$ cat src/rtl/spike_fifo_arbiter.sv
// Round-robin write arbiter: one pending spike per neuron bank, timestamped at capture,
// drained into a shared event FIFO one word per cycle, with a saturating drop counter.
module spike_fifo_arbiter #(
  parameter int N_REQ      = 8,
  parameter int ID_WIDTH   = 3,
  parameter int TS_WIDTH   = 13,
  parameter int DROP_WIDTH = 8
) (
  input  logic                         clk,
  input  logic                         reset,
  input  logic [N_REQ-1:0]             spike,
  input  logic                         tick,
  input  logic                         fifo_full,
  output logic                         fifo_wr,
  output logic [ID_WIDTH+TS_WIDTH-1:0] fifo_data,
  output logic [N_REQ-1:0]             pending,
  output logic [DROP_WIDTH-1:0]        drop_cnt
);

  localparam int CW = DROP_WIDTH + $clog2(N_REQ + 1);

  // Handshake: fifo_wr is a single-cycle write strobe; the word on fifo_data is taken
  // by the FIFO on the rising edge where fifo_wr=1. fifo_wr is never raised while fifo_full=1.

  logic [N_REQ-1:0]      r_pending;
  logic [TS_WIDTH-1:0]   r_ts_reg [N_REQ];
  logic [TS_WIDTH-1:0]   r_ts;
  logic [ID_WIDTH-1:0]   r_rr_ptr;
  logic [DROP_WIDTH-1:0] r_drop_cnt;

  logic                  w_valid;
  logic                  w_found;
  logic [ID_WIDTH-1:0]   w_next_idx;
  logic [ID_WIDTH-1:0]   w_grant_idx;
  logic [ID_WIDTH-1:0]   w_sel;
  logic [N_REQ-1:0]      w_grant_oh;
  logic [N_REQ-1:0]      w_drop_vec;
  logic [CW-1:0]         w_drop_num;
  logic [CW-1:0]         w_drop_sum;
  logic [DROP_WIDTH-1:0] w_drop_next;

  // Search order starts just after the last granted bank.
  always_comb begin
    w_next_idx  = (r_rr_ptr == ID_WIDTH'(N_REQ - 1)) ? '0 : r_rr_ptr + 1'b1;
    w_grant_idx = w_next_idx;
    w_found     = 1'b0;
    for (int k = 1; k <= N_REQ; k++) begin
      if (!w_found && r_pending[(int'(r_rr_ptr) + k) % N_REQ]) begin
        w_found     = 1'b1;
        w_grant_idx = ID_WIDTH'((int'(r_rr_ptr) + k) % N_REQ);
      end
    end
  end

  assign w_valid    = (|r_pending) & ~fifo_full;
  assign w_sel      = w_valid ? w_grant_idx : w_next_idx;
  assign w_grant_oh = w_valid ? (N_REQ'(1) << w_grant_idx) : '0;
  assign fifo_wr    = w_valid;
  assign fifo_data  = {r_ts_reg[w_sel], w_sel};
  assign pending    = r_pending;
  assign drop_cnt   = r_drop_cnt;

  // A spike on a bank still holding an event is lost unless that bank drains this cycle.
  assign w_drop_vec = spike & r_pending & ~w_grant_oh;

  always_comb begin
    w_drop_num = '0;
    for (int i = 0; i < N_REQ; i++) begin
      w_drop_num = w_drop_num + CW'(w_drop_vec[i]);
    end
    w_drop_sum  = CW'(r_drop_cnt) + w_drop_num;
    w_drop_next = (w_drop_sum > CW'({DROP_WIDTH{1'b1}})) ? {DROP_WIDTH{1'b1}}
                                                         : w_drop_sum[DROP_WIDTH-1:0];
  end

  always_ff @(posedge clk or posedge reset) begin
    if (reset) begin
      r_pending  <= '0;
      r_ts       <= '0;
      r_rr_ptr   <= ID_WIDTH'(N_REQ - 1);
      r_drop_cnt <= '0;
      for (int i = 0; i < N_REQ; i++) begin
        r_ts_reg[i] <= '0;
      end
    end else begin
      if (tick) begin
        r_ts <= r_ts + 1'b1;
      end
      if (w_valid) begin
        r_rr_ptr <= w_grant_idx;
      end
      r_drop_cnt <= w_drop_next;
      // Capture takes priority over the grant clear so a same-cycle respike is kept.
      for (int i = 0; i < N_REQ; i++) begin
        if (spike[i] && (!r_pending[i] || w_grant_oh[i])) begin
          r_pending[i] <= 1'b1;
          r_ts_reg[i]  <= r_ts;
        end else if (w_grant_oh[i]) begin
          r_pending[i] <= 1'b0;
        end
      end
    end
  end

endmodule

$ cat config.mk
export PLATFORM = sky130hd
export DESIGN_NAME = spike_fifo_arbiter
export DESIGN_NICKNAME = d
export VERILOG_FILES = /design/src/rtl/spike_fifo_arbiter.sv
export SDC_FILE = /design/constraint.sdc
export NUM_CORES = 1
export LEC_CHECK = 0
export ABC_AREA = 1
export CAP_MARGIN = 20
export CORE_AREA = 8 8 176 178
export DETAILED_ROUTE_END_ITERATION = 8
export DIE_AREA = 0 0 184 186
export PLACE_DENSITY_LB_ADDON = 0.12
export SYNTH_ARGS = -nofsm -noshare
export SYNTH_HDL_FRONTEND = slang
export SYNTH_SLANG_ARGS = --single-unit
$ cat constraint.sdc
create_clock -name clk -period 8.2 [get_ports clk]
set_clock_uncertainty 0.1 [all_clocks]
set_input_delay 1.64 -clock clk [delete_from_list [all_inputs] [get_ports clk]]
set_output_delay 1.64 -clock clk [all_outputs]
set_load 0.05 [all_outputs]
==> out/metrics.cfg <==
[status]
status = complete, no violations

[timing]
hold_viol = 0
grt_setup_unrepaired = no
layout_min_cycle_time_ns = 7.134
setup_violations = 0
slew_headroom_pct = 41.12
max_freq_ghz = 0.1402
tightest_slew_ns = 0.8801
tns_ns = 0
period_share_pct = 87.00
maxSlewViolCount = 0

[floorplan]
die_h_um = 186
core_area_sq_um = 28240
dieArea_sq_um = 34220
start_util_pct = 29.28
io-pin-count = 45
rows = 62
die-width_um = 184

[run]
drv_cap = 0

[logic_synthesis]
synth_top_area_share_pct = 40.25
syn_nets = 1182
synth_compound_area_share_pct = 1.906
synthAdderAreaFrac_pct = 2.875
synthSimpleGateAreaFrac_pct = 40.63
synth_top_family_by_area = simple AND/OR/NAND/NOR gates
async_reset_ff_share_pct = 100.0
synth_area_per_cell_sq_um = 7.166
ys_types = 39
yosysSeqAreaShare_pct = 41.20
synth_warnings = 0
yosys_most_used_dff = dfrtp_1
synth_xor_area_share_pct = 1.891
synthTopCellsByArea = dfrtp_1 (40%), nand2_1 (18%), nand3_1 (15%)
synth_largest_area_cell = dfrtp_1
synth_mux_area_share_pct = 0.1362
syn_inst = 1154
ys_seq_elements = 136
syn_area_sq_um = 8269
synth_edf_count = 0

[placement]
hpwl_mm = 17.36
portBuffers = 44
gp_congestion = 0.8060
dp.cells = 1526
dpl-instance-area_sq_um = 8906

[global_route]
antenna_found_initial = 0
grt_max_degree = 91
grt_first_pass_wirelength_mm = 42.53
grt_pass1_vias = 7096
grt.total_usage_pct = 16.03
gr-total-overflow = 0

[cells_and_area]
seqCellArea_sq_um = 3407
antenna_cells = 0
fillers = 3087
multi_input_comb_area_sq_um = 3928
instances_no_fill = 1558
areaGrowthSynthToFinish_pct = 14.81
final_area_sq_um = 9494
post-route-util_pct = 33.62
largest_reg_flops = 117
num-nets-final = 1189
drive_gt1_share_pct = 8.944

[setup_path]
crit_fanout = 28
critPathCapture = fifo_data[11]
path_class = register to primary output
start_kind = register
worstReg2RegEnd = drop_cnt[6]$_DFF_PP0_
worstPathArrival_ns = 5.39
r2r_cells = 31
crit_start = r_rr_ptr[0]$_DFFE_PP1P_
endpoint_kind = primary output
reg2reg_slack_ns = 1.29
rr_startpoint = r_rr_ptr[0]$_DFFE_PP1P_
worstPathRequired_ns = 6.46

[clock_network]
cts_max_level = 4
cts-root-buf = clkbuf_16
clkTransAtPathRegs_ns = 0.06
cts_tree = done
postCtsHoldBufs = 0
cts_resized = 0
cts_buffers = 17
clk_latency_ns = 0.43
cts.sinks = 136
clockBufferDepth = 2
cts_setup_buffers = 0

[detailed_routing]
drt_wl_total_mm = 26.08
via_per_inst = 4.621
drt_iter0_markers = 582
vias = 7199
drt-pass1-iter-count = 5
drcViolationCount = 0
ant_nets = 0
wl_per_cell_um = 16.74

[worst_hold_path]
min-delay-path-class = register to register

==> critical path, stage by stage (launching register included) <==
cell	delay (ns)
dfstp_2	0.68
inv_2	0.18
ha_1	0.45
inv_2	0.15
nand3_1	0.13
nand2_1	0.10
nand2_1	0.07
nand2_2	0.13
nand3_4	0.11
nor2_4	0.16
nand4_2	0.16
clkinv_1	0.13
nand2_1	0.11
nand3_1	0.15
nand2_2	0.43
inv_2	0.59
nand3_1	0.13
nand2_1	0.08
nand2_1	0.06
nand2_1	0.14
clkdlybuf4s50_1	0.81
==> metrics by stage <==
| step | hold WS, ns | worst slack, ns |
|---|---|---|
| 2_1_floorplan | 0.3419 | 2.277 |
| 3_3_place_gp | 0.3536 | 1.279 |
| 3_5_place_dp | 0.3581 | 1.286 |
| 4_1_cts | 0.3735 | 0.9937 |
| 5_1_grt | 0.3857 | 0.6342 |
| 6_report | 0.3681 | 1.066 |
==> cell usage after synthesis (2+ instances only) <==
cell      count
ha_1         11
nand4_1       5
buf_6         6
buf_2        13
o21ai_0      10
xnor2_1       6
inv_1       148
clkbuf_1     30
dfrtp_1     133
buf_4        13
xor2_1       10
o21ai_4       5
nand2_2      24
nand2_4       7
nand3_2       2
nor2_1       34
inv_2         9
and2_1        2
nand3b_1      3
fa_1          5
dfstp_2       3
nand2_1     402
nor4_1        2
nor2_4        4
nand3_4       2
nor2_2        3
nand3_1     250
==> layout by cell type (no fill, tap or decap), types with 2 or more instances in the layout <==
| cell | netlist | layout |
|---|---|---|
| dfstp_2 | 3 | 3 |
| nor2_4 | 4 | 4 |
| o21ai_4 | 5 | 5 |
| and2_1 | 2 | 2 |
| nand2_4 | 7 | 7 |
| fa_1 | 5 | 5 |
| nand3_2 | 2 | 3 |
| nor2_1 | 34 | 34 |
| clkbuf_16 | 0 | 17 |
| inv_1 | 148 | 147 |
| nand3_1 | 250 | 249 |
| dfrtp_1 | 133 | 133 |
| nand3b_1 | 3 | 3 |
| clkinv_2 | 0 | 2 |
| bufinv_16 | 0 | 2 |
| clkinvlp_4 | 0 | 3 |
| clkdlybuf4s50_1 | 0 | 44 |
| nor4_1 | 2 | 2 |
| o21ai_0 | 10 | 10 |
| nor2_2 | 3 | 3 |
| nand4_1 | 5 | 5 |
| nand2_2 | 24 | 24 |
| xnor2_1 | 6 | 6 |
| nand2_1 | 402 | 402 |
| clkinv_4 | 0 | 3 |
| xor2_1 | 10 | 10 |
| nand3_4 | 2 | 2 |
| inv_6 | 0 | 4 |
| ha_1 | 11 | 11 |
| buf_4 | 13 | 7 |
| inv_2 | 9 | 9 |
==> final cells by class <==
cell class | instances | share of cell area [%]
multi-input combinational | 797 | 41.37
timing repair buffer | 51 | 5.192
tap | 384 | 5.061
inverter | 158 | 6.299
clock buffer | 19 | 4.665
sequential | 136 | 35.89
clock inverter | 13 | 1.529
==> layer usage <==
| layer | up-vias | global-route usage [%] | wire length, um |
|---|---|---|---|
| li1 | 3613 | - | - |
| met1 | 3398 | 22.83 | 13160 |
| met2 | 175 | 25.12 | 11570 |
| met3 | 13 | 2.869 | 1115 |
| met4 | 0 | 3.130 | 231 |
| met5 | - | 0 | 0 |
==> how the worst min path moves through the flow <==
stage / to / slack (ns) / depth (start not counted) / from
floorplan: r_ts_reg[0]$_DFFE_PP0P_ / 0.34 / 2 / r_ts_reg[0]$_DFFE_PP0P_
global placement: r_ts_reg[71]$_DFFE_PP0P_ / 0.35 / 2 / r_ts_reg[71]$_DFFE_PP0P_
detailed placement: r_ts_reg[15]$_DFFE_PP0P_ / 0.36 / 2 / r_ts_reg[15]$_DFFE_PP0P_
CTS: r_ts_reg[35]$_DFFE_PP0P_ / 0.37 / 2 / r_ts_reg[35]$_DFFE_PP0P_
global route: r_ts_reg[21]$_DFFE_PP0P_ / 0.39 / 2 / r_ts_reg[21]$_DFFE_PP0P_
finish: r_ts_reg[70]$_DFFE_PP0P_ / 0.37 / 2 / r_ts_reg[70]$_DFFE_PP0P_
==> kinds of logic after synthesis <==
group | after synthesis
compound gates | 19
xor+xnor | 17
fa+ha+maj | 16
buf+inv | 221
flops | 136
mux | 1
simple gates | 744
Power is not shown: default switching activity piles up to over one toggle a cycle in this logic, so the estimate is an artifact.
